[src/rtl/change_logger_pkg.sv]
// Shared defaults and helpers for the change logger: bus widths, FIFO depth
// and the wrapping timestamp increment.
package change_logger_pkg;

  localparam int DATA_WIDTH_DEF = 8;
  localparam int TS_WIDTH_DEF   = 16;
  localparam int DEPTH_DEF      = 8;

  // Increment a timestamp of 'width' bits (1..32), wrapping to 0 silently.
  function automatic logic [31:0] next_ts(input logic [31:0] ts, input int unsigned width);
    logic [31:0] mask;
    mask = (width >= 32) ? 32'hFFFF_FFFF : ((32'd1 << width) - 32'd1);
    return (ts + 32'd1) & mask;
  endfunction

endpackage

[src/rtl/change_logger_sync_fifo.sv]
// Single-clock FIFO with first-word-fall-through head; the head reads as zero
// while empty. A push into a full FIFO is taken only when a pop frees a slot.
module sync_fifo #(
  parameter int WIDTH = 24,
  parameter int DEPTH = 8
) (
  input  logic                     clk_i,
  input  logic                     rst_i,
  input  logic                     push_i,
  input  logic [WIDTH-1:0]         wdata_i,
  input  logic                     pop_i,
  output logic [WIDTH-1:0]         rdata_o,
  output logic                     full_o,
  output logic                     empty_o,
  output logic [$clog2(DEPTH):0]   count_o
);

  localparam int AW = $clog2(DEPTH);
  localparam logic [AW:0] FULL_COUNT = (AW+1)'(DEPTH);

  logic [WIDTH-1:0] mem_q [DEPTH];
  logic [AW-1:0]    wr_ptr_q, wr_ptr_d;
  logic [AW-1:0]    rd_ptr_q, rd_ptr_d;
  logic [AW:0]      count_q, count_d;
  logic             do_push, do_pop;

  assign empty_o = (count_q == '0);
  assign full_o  = (count_q == FULL_COUNT);
  assign do_pop  = pop_i && !empty_o;
  assign do_push = push_i && (!full_o || do_pop);

  always_comb begin
    wr_ptr_d = wr_ptr_q;
    rd_ptr_d = rd_ptr_q;
    count_d  = count_q;
    if (do_push) wr_ptr_d = wr_ptr_q + 1'b1;
    if (do_pop)  rd_ptr_d = rd_ptr_q + 1'b1;
    case ({do_push, do_pop})
      2'b10:   count_d = count_q + 1'b1;
      2'b01:   count_d = count_q - 1'b1;
      default: count_d = count_q;
    endcase
  end

  always_ff @(posedge clk_i) begin
    if (rst_i) begin
      wr_ptr_q <= '0;
      rd_ptr_q <= '0;
      count_q  <= '0;
    end else begin
      wr_ptr_q <= wr_ptr_d;
      rd_ptr_q <= rd_ptr_d;
      count_q  <= count_d;
    end
  end

  // Storage is never reset: stale slots are hidden by the count and head gating.
  always_ff @(posedge clk_i) begin
    if (do_push && !rst_i) mem_q[wr_ptr_q] <= wdata_i;
  end

  assign rdata_o = empty_o ? '0 : mem_q[rd_ptr_q];
  assign count_o = count_q;

endmodule

[src/rtl/change_logger.sv]
// Event monitor: logs {timestamp, new value} for every change of d_i while
// enabled, and streams the log out over a valid/ready port.
module change_logger
  import change_logger_pkg::*;
#(
  parameter int DATA_WIDTH = DATA_WIDTH_DEF,
  parameter int TS_WIDTH   = TS_WIDTH_DEF,
  parameter int DEPTH      = DEPTH_DEF
) (
  input  logic                     clk_i,
  input  logic                     rst_i,
  input  logic                     en_i,
  input  logic [DATA_WIDTH-1:0]    d_i,
  output logic                     m_valid_o,
  input  logic                     m_ready_i,
  output logic [DATA_WIDTH-1:0]    m_data_o,
  output logic [TS_WIDTH-1:0]      m_ts_o,
  output logic [$clog2(DEPTH):0]   count_o,
  output logic                     overflow_o
);

  localparam int EW = TS_WIDTH + DATA_WIDTH;

  logic [TS_WIDTH-1:0]   ts_q, ts_d;
  logic [DATA_WIDTH-1:0] prev_q, prev_d;
  logic                  overflow_q, overflow_d;
  logic                  change, pop, fifo_full, fifo_empty;
  logic [EW-1:0]         head;

  assign change = en_i && (d_i != prev_q);
  assign pop    = !fifo_empty && m_ready_i;

  always_comb begin
    ts_d       = en_i ? TS_WIDTH'(next_ts(32'(ts_q), TS_WIDTH)) : ts_q;
    prev_d     = d_i;
    // A change is lost only when full and nothing leaves in the same cycle.
    overflow_d = overflow_q || (change && fifo_full && !pop);
  end

  always_ff @(posedge clk_i) begin
    if (rst_i) begin
      ts_q       <= '0;
      prev_q     <= '0;
      overflow_q <= 1'b0;
    end else begin
      ts_q       <= ts_d;
      prev_q     <= prev_d;
      overflow_q <= overflow_d;
    end
  end

  sync_fifo #(
    .WIDTH (EW),
    .DEPTH (DEPTH)
  ) u_fifo (
    .clk_i   (clk_i),
    .rst_i   (rst_i),
    .push_i  (change),
    .wdata_i ({ts_q, d_i}),
    .pop_i   (pop),
    .rdata_o (head),
    .full_o  (fifo_full),
    .empty_o (fifo_empty),
    .count_o (count_o)
  );

  assign m_valid_o  = !fifo_empty;
  assign m_data_o   = head[DATA_WIDTH-1:0];
  assign m_ts_o     = head[EW-1 -: TS_WIDTH];
  assign overflow_o = overflow_q;

endmodule

[config.mk]
export PLATFORM = sky130hd
export DESIGN_NAME = change_logger
export DESIGN_NICKNAME = d
export VERILOG_FILES = /design/src/rtl/change_logger_pkg.sv /design/src/rtl/change_logger_sync_fifo.sv /design/src/rtl/change_logger.sv
export SDC_FILE = /design/constraint.sdc
export NUM_CORES = 1
export LEC_CHECK = 0
export CORE_AREA = 2 2 147 257
export CTS_CLUSTER_SIZE = 30
export DETAILED_ROUTE_END_ITERATION = 8
export DIE_AREA = 0 0 149 259
export GPL_TIMING_DRIVEN = 0
export SETUP_SLACK_MARGIN = 0.2
export SYNTH_ARGS = -nofsm -noshare
export SYNTH_HDL_FRONTEND = slang
export SYNTH_SLANG_ARGS = --single-unit
[constraint.sdc]
create_clock -name clk_i -period 10.5 [get_ports clk_i]
set_clock_uncertainty 0.05 [all_clocks]
set_input_delay 2.1 -clock clk_i [delete_from_list [all_inputs] [get_ports clk_i]]
set_output_delay 2.1 -clock clk_i [all_outputs]
set_load 0.02 [all_outputs]
==> impl_metrics.py, run 1 <==
metrics = {
    "grt": {
        "grt_pass1_wl_um": 28600,
        "grt.total_usage": 0.0983,
        "grt_pass1_vias": 4708,
        "grt_overflow": 0,
        "antenna_found_initial": 0,
        "grt_max_degree": 25,
    },
    "worst_setup_path": {
        "critPathCapture": "m_data_o[4]",
        "r2r_cells": 7,
        "crit_arrival_ps": 3190,
        "cp.required_ps": 8350,
        "reg2reg_setup_slack_ps": 7490,
        "r2r-start": "u_fifo.count_o[0]$_SDFFE_PP0P_",
        "r2r_end": "u_fifo.mem_q[4][9]$_DFFE_PP_",
        "crit_fanout": 10,
        "startpoint_type": "flip-flop",
        "criticalPathCategory": "reg2out",
        "crit_path_end_kind": "output pin",
    },
    "synth": {
        "syn_inst": 493,
        "ys_warn_count": 0,
        "ys_types": 42,
        "ys_dominant_reg_cell": "edfxtp_1",
        "ys_seq_area_frac": 0.723,
        "ys_ff_latch": 230,
        "synth.avg_cell_area_sq_um": 18.3,
        "syn_area_sq_um": 9030,
        "synth_nets": 511,
        "synthArstFlopShare": 0,
        "synth-edff-count": 192,
    },
    "power": {
        "ir_drop_v": 0.000106,
        "clock_power_share": 0.294,
        "p_sw_uw": 708,
        "leakagePower_nw": 3.53,
        "seq_power_share": 0.423,
        "power.total_mw": 2.43,
        "pwr_density_cell_nw_per_um2": 224,
        "switching_share": 0.291,
        "p_int_mw": 1.72,
        "comb_power_share": 0.283,
    },
    "place": {
        "dp_cells": 1023,
        "dp_hpwl_um": 12800,
        "gp_congestion": 0.681,
        "numPortBuffers": 39,
        "post-place-ws_ps": 4880,
    },
    "drt": {
        "drc": 0,
        "firstDrtPassIters": 4,
        "vias_per_cell": 4.20,
        "wl_per_cell_um": 17.8,
        "wl_um": 18800,
        "vias": 4450,
        "ant_nets": 0,
        "drtIter0Drc": 259,
    },
    "sta": {
        "setup_tns_ps": 0,
        "fin_ws_ps": 5160,
        "max_freq_mhz": 187,
        "slew_viol_final": 0,
        "finalSetupViolCount": 0,
        "worst_slew_pin_slew_ps": 988,
        "hold_viol_final": 0,
        "fin_crit_ps": 5340,
        "finalCritPeriodShare": 0.509,
        "rsz0062_at_grt": "false",
        "relSlewSlack": 0.342,
    },
    "final_layout": {
        "final_common_cell": "edfxtp_1",
        "multi_input_area_sq_um": 2440,
        "antennaDiodeCount": 0,
        "seqCellArea_sq_um": 6530,
        "area_growth_pct": 20.4,
        "final_nets": 589,
        "fin_util": 0.298,
        "n_fill_cell": 3631,
        "drive_gt1_frac": 0.207,
        "post_layout_nonfiller_instances": 1060,
        "layout_common_cells": "192 x edfxtp_1, 49 x nor2_1, 48 x mux4_2",
    },
    "cts": {
        "cts_inserted_buffers": 21,
        "cts_tree": "built",
        "cts.sinks": 230,
        "clkSlewWorstSetupHoldPaths_ps": 60,
        "clk_latency_ps": 510,
        "htreeDepth": 1,
        "clockBufferDepth": 3,
        "post_cts_resized": 0,
        "cts-root-buf": "clkbuf_16",
        "post_cts_buffers": 0,
        "hold_buffers": 0,
    },
    "status": {
        "status": "finished, final reports clean",
    },
    "die": {
        "ioPinCount": 42,
        "die_h_um": 259,
        "die_x_um": 149,
        "core_sq_um": 36500,
        "rows": 93,
        "start_util": 0.247,
        "dieArea_sq_um": 38600,
    },
    "hold_path": {
        "hold_path_class": "reg2reg",
        "worstHoldStart": "u_fifo.rd_ptr_q[1]$_SDFFE_PP0P_",
    },
    "flow_run": {
        "maxCapViolCount": 0,
    },
}
-- per-layer routing --
metal | vias to the layer above | track usage | share of wire
met1 | 2269 | 0.111 | 0.38
met2 | 83 | 0.188 | 0.56
met5 | - | 0 | 0
met3 | 20 | 0.0100 | 0.035
met4 | 0 | 0.0354 | 0.020
li1 | 2078 | - | -
-- per-stage QoR --
stage	instance area (sq um)	hold slack (ps)
final	10900	428
after global routing	10900	454
after CTS	10900	428
after detailed placement	10200	415
after global placement	10000	402
after floorplan	9030	404
-- Yosys cell counts (2+ instances only) --
master | n | area [sq um]
a21oi_1 | 8 | 40.0
buf_1 | 4 | 15.0
buf_2 | 5 | 25.0
clkbuf_1 | 12 | 45.0
dfxtp_1 | 38 | 761
edfxtp_1 | 192 | 5770
ha_1 | 5 | 62.6
inv_1 | 6 | 22.5
mux2_4 | 3 | 45.0
mux2i_1 | 26 | 260
mux4_2 | 48 | 1080
nand2_1 | 8 | 30.0
nand2b_1 | 3 | 18.8
nand3_1 | 5 | 25.0
nand4_1 | 6 | 37.5
nor2_1 | 53 | 199
nor2b_1 | 12 | 75.1
nor3_1 | 3 | 15.0
nor4_1 | 4 | 25.0
nor4_2 | 2 | 25.0
nor4b_1 | 2 | 17.5
o21ai_0 | 3 | 15.0
or3_1 | 4 | 25.0
xnor2_1 | 8 | 70.1
xor2_1 | 16 | 140
-- worst max-delay path, cell delays in order, from the launching register on --
cell,delay [ps]
dfxtp_1,310
clkbuf_1,450
buf_1,800
mux2i_1,170
nor2_1,300
clkdlybuf4s50_1,670
-- power groups by stage --
stage | logic (mW) | clock network, mW | registers [mW]
2_1_floorplan | 0.439 | 0 | 1.05
3_3_place_gp | 0.700 | 0 | 1.05
3_5_place_dp | 0.711 | 0 | 1.05
4_1_cts | 0.713 | 0.736 | 1.03
5_1_grt | 0.747 | 0.768 | 1.03
6_report | 0.688 | 0.716 | 1.03
-- sequential cells by signal (all words and copies together) (netlist names), named ones only --
name,count
u_fifo.rd_ptr_q,3
overflow_o,1
u_fifo.count_o,4
u_fifo.wr_ptr_q,3
u_fifo.mem_q,192
prev_q,8
ts_q,16
-- kinds of logic (layout without fill, tap and decap cells) --
kind of cell,Yosys count,in the layout,synth area share
AND/OR/NAND/NOR,108,108,0.0628
AO/OA/AOI/OAI,17,17,0.0112
XOR/XNOR,24,24,0.0233
adder cells (fa/ha/maj),6,6,0.00915
flip-flops,230,230,0.723
buffers and inverters,29,121,0.0134
multiplexers,79,79,0.157
-- worst min-delay path by stage --
stage                                        to  slack, ps  cells after the start
after CTS                             flip-flop        430                      2
after floorplan                       flip-flop        400                      2
after global placement    overflow_o$_SDFF_PP0_        400                      2
after global routing      overflow_o$_SDFF_PP0_        450                      2
after detailed placement  overflow_o$_SDFF_PP0_        410                      2
final                                 flip-flop        430                      2
-- final cells by class --
class / instances / share of cell area
sequential: 230 / 0.600
multi-input combinational: 234 / 0.224
tap: 475 / 0.0547
clock buffer: 28 / 0.0535
timing repair buffer: 55 / 0.0513
buffer: 22 / 0.00851
clock inverter: 9 / 0.00518
inverter: 7 / 0.00265
(Power assumes the default switching activity.)
==> inputs of run 2 (changes only) <==
==> constraint.sdc (replaced) <==
create_clock -name clk_i -period 4.4 [get_ports clk_i]
set_clock_uncertainty 0.05 [all_clocks]
set_input_delay 0.88 -clock clk_i [delete_from_list [all_inputs] [get_ports clk_i]]
set_output_delay 0.88 -clock clk_i [all_outputs]
set_load 0.02 [all_outputs]
==> impl_metrics.py, run 2 (synthesis gave the netlist of run 1 again) <==
metrics = {
    "drt": {
        "drtIter0Drc": 222,
        "wl_um": 18600,
        "ant_nets": 0,
        "vias": 4443,
        "firstDrtPassIters": 4,
        "vias_per_cell": 4.22,
        "drc": 0,
        "wl_per_cell_um": 17.7,
    },
    "status": {
        "status": "finished, final reports clean",
    },
    "final_layout": {
        "layout_common_cells": "192 x edfxtp_1, 49 x nor2_1, 48 x mux4_2",
        "post_layout_nonfiller_instances": 1052,
        "n_fill_cell": 3635,
        "fin_util": 0.297,
        "antennaDiodeCount": 0,
        "finalInstanceArea_sq_um": 10900,
        "final_common_cell": "edfxtp_1",
        "regMostFlops": "u_fifo.mem_q",
        "area_growth_pct": 20.4,
        "largest_register_ff_count": 192,
        "top_regs": "u_fifo.mem_q: 192 flops, ts_q: 16 flops, prev_q: 8 flops",
        "final_nets": 581,
        "drive_gt1_frac": 0.187,
    },
    "place": {
        "placed_cell_area_sq_um": 10200,
        "dp_hpwl_um": 12200,
        "numPortBuffers": 39,
        "gp_congestion": 0.720,
        "dp_cells": 1015,
    },
    "die": {
        "core_sq_um": 36500,
        "die_h_um": 259,
        "rows": 93,
        "dieArea_sq_um": 38600,
        "ioPinCount": 42,
        "die_x_um": 149,
        "start_util": 0.247,
    },
    "grt": {
        "grt_overflow": 0,
        "grt_pass1_wl_um": 28500,
        "grt.total_usage": 0.0982,
        "antenna_found_initial": 0,
        "grt_max_degree": 25,
        "grt_pass1_vias": 4765,
    },
    "cts": {
        "clockBufferDepth": 3,
        "cts.sinks": 230,
        "clkSlewWorstSetupHoldPaths_ps": 70,
        "htreeDepth": 1,
        "cts_tree": "built",
        "cts_inserted_buffers": 21,
        "post_cts_buffers": 0,
        "hold_buffers": 0,
        "post_cts_resized": 0,
        "cts-root-buf": "clkbuf_16",
        "clk_latency_ps": 500,
    },
    "worst_setup_path": {
        "cp.required_ps": 3470,
        "startpoint_type": "flip-flop",
        "criticalPathCategory": "reg2out",
        "crit_path_end_kind": "output pin",
        "crit_arrival_ps": 3090,
        "crit_fanout": 10,
    },
    "sta": {
        "worst_slew_pin_slew_ps": 948,
        "finalSetupViolCount": 0,
        "hold_viol_final": 0,
        "fin_crit_ps": 4020,
        "slew_viol_final": 0,
        "max_freq_mhz": 249,
        "relSlewSlack": 0.368,
        "setup_tns_ps": 0,
        "rsz0062_at_grt": "false",
        "finalCritPeriodShare": 0.914,
    },
    "power": {
        "pwr_density_cell_nw_per_um2": 540,
        "comb_power_share": 0.280,
        "switching_share": 0.285,
        "ir_drop_v": 0.000283,
        "p_int_mw": 4.20,
        "p_sw_mw": 1.67,
        "power.total_mw": 5.86,
        "clock_power_share": 0.301,
        "seq_power_share": 0.419,
        "leakagePower_nw": 3.49,
    },
    "flow_run": {
        "maxCapViolCount": 0,
    },
    "hold_path": {
        "hold_path_class": "reg2reg",
    },
}
==> run 2: cell count changes in the layout (fill, tap and decap cells not counted), sizes merged <==
cell,previous run,this run
buf,26,18
clkbuf,40,47
clkinv,6,1
inv,9,7
bufinv,0,1
clkinvlp,1,0
==> run 2: cell type report <==
type | count | area (sq um) | area share
Clock buffer | 35 | 619 | 0.0570
Sequential cell | 230 | 6530 | 0.601
Clock inverter | 2 | 35.0 | 0.00322
Timing Repair Buffer | 47 | 499 | 0.0459
Tap cell | 475 | 594 | 0.0547
Buffer | 22 | 92.6 | 0.00852
Multi-Input combinational cell | 234 | 2470 | 0.227
Inverter | 7 | 28.8 | 0.00265
==> run 2: critical path, cell delays in order (launching register included) <==
cell and delay, ps:
dfxtp_1 310, clkbuf_1 400, buf_1 760, mux2i_1 160, nor2_1 280, clkdlybuf4s50_1 660
==> run 2: routing by layer <==
| metal | GRT usage | vias up | part of all wire |
|---|---|---|---|
| met3 | 0.0128 | 27 | 0.037 |
| met2 | 0.187 | 83 | 0.55 |
| li1 | - | 2057 | - |
| met5 | 0 | - | 0 |
| met4 | 0.0323 | 0 | 0.021 |
| met1 | 0.112 | 2276 | 0.39 |
==> run 2: worst paths after layout <==
kind / startpoint / endpoint / slack [ps] / cells after the start
min: overflow_o$_SDFF_PP0_ / overflow_o$_SDFF_PP0_ / 400 / 2
max reg2reg: u_fifo.count_o[0]$_SDFFE_PP0P_ / u_fifo.mem_q[1][22]$_DFFE_PP_ / 1620 / 7
min reg2reg: overflow_o$_SDFF_PP0_ / overflow_o$_SDFF_PP0_ / 400 / 2
max: flip-flop / m_data_o[7] / 380 / 5
==> run 2: power groups by stage <==
stage	Combinational, mW	Clock, mW	Sequential, mW
2_1_floorplan	1.05	0	2.51
3_3_place_gp	1.67	0	2.50
3_5_place_dp	1.70	0	2.50
4_1_cts	1.70	1.80	2.46
5_1_grt	1.78	1.88	2.46
6_report	1.64	1.76	2.46
==> run 2: stage by stage <==
step | setup slack [ps] | hold slack, ps
floorplan | 823 | 404
global placement | -1510 | 403
detailed placement | 200 | 398
CTS | 305 | 408
global route | 251 | 445
finish | 380 | 400
==> inputs of run 3 (changes only) <==
--- a/config.mk
+++ b/config.mk
@@ -10,6 +10,7 @@
 export DETAILED_ROUTE_END_ITERATION = 8
 export DIE_AREA = 0 0 149 259
 export GPL_TIMING_DRIVEN = 0
+export MAX_ROUTING_LAYER = met4
 export SETUP_SLACK_MARGIN = 0.2
 export SYNTH_ARGS = -nofsm -noshare
 export SYNTH_HDL_FRONTEND = slang
==> impl_metrics.py, run 3 (synthesis gave the netlist of run 1 again) <==
metrics = {
    "final_layout": {
        "regMostFlops": "u_fifo.mem_q",
        "finalInstanceArea_sq_um": 10900,
        "top_regs": "u_fifo.mem_q: 192 flops, ts_q: 16 flops, prev_q: 8 flops",
        "final_common_cell": "edfxtp_1",
        "post_layout_nonfiller_instances": 1052,
        "largest_register_ff_count": 192,
        "final_nets": 581,
        "area_growth_pct": 20.4,
        "antennaDiodeCount": 0,
        "layout_common_cells": "192 x edfxtp_1, 49 x nor2_1, 48 x mux4_2",
        "fin_util": 0.297,
        "drive_gt1_frac": 0.187,
    },
    "power": {
        "leakagePower_nw": 3.49,
        "ir_drop_v": 0.000283,
        "p_sw_mw": 1.66,
        "seq_power_share": 0.419,
        "pwr_density_cell_nw_per_um2": 539,
        "switching_share": 0.284,
        "clock_power_share": 0.300,
        "power.total_mw": 5.86,
        "comb_power_share": 0.280,
        "p_int_mw": 4.20,
    },
    "grt": {
        "grt_pass1_wl_um": 28500,
        "antenna_found_initial": 0,
        "grt_overflow": 0,
        "grt.total_usage": 0.101,
        "grt_pass1_vias": 4751,
        "grt_max_degree": 25,
    },
    "sta": {
        "fin_crit_ps": 4020,
        "rsz0062_at_grt": "false",
        "finalSetupViolCount": 0,
        "max_freq_mhz": 249,
        "worst_slew_pin_slew_ps": 956,
        "relSlewSlack": 0.363,
        "fin_ws_ps": 378,
        "slew_viol_final": 0,
        "finalCritPeriodShare": 0.914,
        "setup_tns_ps": 0,
        "hold_slack_ps": 400,
        "hold_viol_final": 0,
    },
    "worst_setup_path": {
        "crit_arrival_ps": 3090,
        "startpoint_type": "flip-flop",
        "crit_path_end_kind": "output pin",
        "crit_fanout": 10,
        "criticalPathCategory": "reg2out",
        "cpLargestDelayFamily": "buffers and inverters",
        "cp.required_ps": 3470,
        "slowest_delay_ps": 770,
        "crit_chain": "clkbuf_1 -> buf_1 -> mux2i_1 -> nor2_1 -> clkdlybuf4s50_1",
        "crit_slowest_cell": "buf_1",
        "crit_buf_inv": 3,
    },
    "place": {
        "dp_hpwl_um": 12200,
        "numPortBuffers": 39,
        "dp_cells": 1015,
        "placed_cell_area_sq_um": 10200,
        "gp_congestion": 0.730,
        "post-place-ws_ps": 200,
    },
    "cts": {
        "htreeDepth": 1,
        "hold_buffers": 0,
        "clockBufferDepth": 3,
        "post_cts_buffers": 0,
        "cts_inserted_buffers": 21,
        "cts-root-buf": "clkbuf_16",
        "clk_latency_ps": 500,
        "cts.sinks": 230,
        "clkSlewWorstSetupHoldPaths_ps": 70,
        "post_cts_resized": 0,
        "cts_tree": "built",
    },
    "flow_run": {
        "maxCapViolCount": 0,
    },
    "die": {
        "start_util": 0.247,
        "dieArea_sq_um": 38600,
        "ioPinCount": 42,
        "core_sq_um": 36500,
        "die_h_um": 259,
        "rows": 93,
        "die_x_um": 149,
    },
    "drt": {
        "firstDrtPassIters": 5,
        "drc": 0,
        "ant_nets": 0,
        "drtIter0Drc": 267,
        "vias_per_cell": 4.21,
        "vias": 4430,
        "wl_um": 18600,
        "wl_per_cell_um": 17.7,
    },
    "status": {
        "status": "finished, final reports clean",
    },
    "hold_path": {
        "hold_path_class": "reg2reg",
    },
}
[run 3: path summary, 6_finish.rpt]
| path | from | end | slack (ps) | cells past startpoint |
|---|---|---|---|---|
| max reg2reg | u_fifo.count_o[0]$_SDFFE_PP0P_ | u_fifo.mem_q[1][22]$_DFFE_PP_ | 1600 | 7 |
| min | overflow_o$_SDFF_PP0_ | overflow_o$_SDFF_PP0_ | 400 | 2 |
| max | flip-flop | m_data_o[7] | 380 | 5 |
| min reg2reg | overflow_o$_SDFF_PP0_ | overflow_o$_SDFF_PP0_ | 400 | 2 |
[run 3: final cells by class]
| cell class | instances | area [sq um] |
|---|---|---|
| clock buffers | 35 | 619 |
| repair buffers | 47 | 499 |
| plain buffers | 22 | 92.6 |
| fillers | 3635 | 25700 |
| clock inverters | 2 | 35.0 |
| flip-flops and latches | 230 | 6530 |
| well taps | 475 | 594 |
| inverters | 7 | 28.8 |
| multi-input cells | 234 | 2470 |
[run 3: worst min-delay path, stage by stage (launching register included)]
cell and delay (ps):
dfxtp_1 310, inv_1 50, a21oi_1 50
[run 3: layer usage]
layer / global-route usage / part of all wire / vias up
met5: - / 0 / -
met1: 0.112 / 0.39 / 2269
li1: - / - / 2056
met2: 0.187 / 0.55 / 78
met4: 0.0323 / 0.021 / 0
met3: 0.0125 / 0.033 / 27
[run 3: power by group through the flow]
stage | registers (mW) | clock network (mW) | logic, mW
final | 2.46 | 1.76 | 1.64
after global routing | 2.46 | 1.89 | 1.78
after CTS | 2.46 | 1.80 | 1.70
after detailed placement | 2.50 | 0 | 1.70
after global placement | 2.50 | 0 | 1.67
after floorplan | 2.51 | 0 | 1.05
==> RTL change: new RTL, config.mk and constraints of run 2 <==
Take the reset off `ts_q` and load it in a clocked block of its own.
--- a/src/rtl/change_logger.sv
+++ b/src/rtl/change_logger.sv
@@ -41,3 +41,2 @@
     if (rst_i) begin
-      ts_q       <= '0;
       prev_q     <= '0;
@@ -45,3 +44,2 @@
     end else begin
-      ts_q       <= ts_d;
       prev_q     <= prev_d;
@@ -49,2 +47,6 @@
     end
+  end
+
+  always_ff @(posedge clk_i) begin
+    ts_q <= ts_d;
   end
Behaviour: not the same (a bounded check fails within 4 cycles, from zero or initial values and one cycle with rst_i high).
==> RTL change against run 2 <==
Area after synthesis grew 0.54%; worst hold slack improved by 0.012 ns; worst setup slack lost 0.014 ns; synthesized cell count down 4.9%; design area is 0.89% higher; final cell count is 1.4% lower; core utilization rose by 0.26 points; via count decreased by 1.9%; critical path depth is the same; count of clock-buffer cells in the layout fell by 7; wire length rose by 1.3%; sequential power is 4% higher; power is 0.75% higher; sequential cell count unchanged.
==> RTL change: results (changes against run 2) <==
| Metric | Value |
|---|---|
| Final routed wire length divided by cell count | `18.2 um (+2.8%)` |
| Slew HR | `34.6% (-2.1 points)` |
| Post-DP Area | `0.0104 mm^2 (+1.5%)` |
| Count of buffers not belonging to the clock network in the layout | `74 (+7.2%)` |
| Post-route worst hold slack | `0.412 ns (+0.0116 ns)` |
| Compound-gate portion of the synthesized area | `0.772% (-0.35 points)` |
| Met1 routing resource usage after global routing | `11.6% (+0.48 points)` |
| Per-cell via count in the routed design | `4.20 (-0.52%)` |
| Detail Route met3 WL | `614 um (-11%)` |
| Multiplexer share of the synthesized area | `15.5% (-0.19 points)` |
| Number of distinct library cells after synthesis | `41 (-2.4%)` |
| Most frequent cells after synthesis | `edfxtp_1 (208), mux4_2 (48), nor2_1 (45)` |
| Xor/xnor share of the synthesized area | `2.61% (+0.28 points)` |
| Relative area of clock buffers and inverters in the final design | `5.43% (-0.59 points)` |
| Number of fill cells in the layout | `3624 (-0.30%)` |
| Total leakage power | `3.38 nW (-3.1%)` |
| GP Congestion | `0.710 (-1.3%)` |
| Number of synthesized flops with an enable pin | `208 (+8.3%)` |
| Global-route wire length before repair | `29.1 mm (+2.2%)` |
| Multi-input gate share of total cell area | `21.5% (-1.3 points)` |
| Most area-consuming cells after synthesis | `edfxtp_1 (69%), mux4_2 (12%), dfxtp_1 (4.9%)` |
| Number of clock buffers in the layout | `28 (-20%)` |
| Met2 WL | `10.3 mm (about the same)` |
| Syn Nets | `487 (-4.7%)` |
| Synth Area in Adders | `0.910% (-0.0049 points)` |
| FF-to-FF End | `u_fifo.mem_q[1][8]` |
| Overall routing resource usage | `9.97% (+0.15 points)` |
| Relative area of non-clock buffer cells in the final design | `6.44% (+0.99 points)` |
| Met3 track demand over resource in global routing | `1.18% (-0.11 points)` |
| GR Layer Usage met2 | `18.7% (about the same)` |
| Count of buffers inserted at the top-level ports | `40 (+2.6%)` |
| Result of the run | `complete, no violations` |
| Post-synthesis sequential area ratio | `73.7% (+1.4 points)` |
| Post-layout net count | `566 (-2.6%)` |
[RTL change: changes by cell type in the layout (fill, tap and decap cells not counted), moves of 4 or more]
cell / run 2 / this run
nand4_1: 6 / 2
dfxtp_1: 38 / 22
a21oi_1: 8 / 4
nor2_1: 49 / 42
nand3_1: 5 / 10
clkinv_1: 0 / 4
clkbuf_1: 23 / 15
edfxtp_1: 192 / 208
buf_6: 3 / 9
[RTL change: power breakdown]
part | leakage, nW | internal [mW] | switching, mW
registers | 2.07 | 2.48 | 0.0800
clock network | 0.293 | 0.883 | 0.745
logic | 1.01 | 0.806 | 0.914
[RTL change: stage by stage]
stage / utilization (%) / TNS (ns) / setup slack, ns / std cells
2_1_floorplan: - / 0 / 0.573 / 469
3_3_place_gp: 27.6 / -355.17 / -2.73 / 984
3_5_place_dp: 28.4 / 0 / 0.0427 / 1000
4_1_cts: 30.0 / 0 / 0.255 / 1037
5_1_grt: 30.0 / 0 / 0.204 / 1037
6_report: 30.0 / 0 / 0.366 / 1037
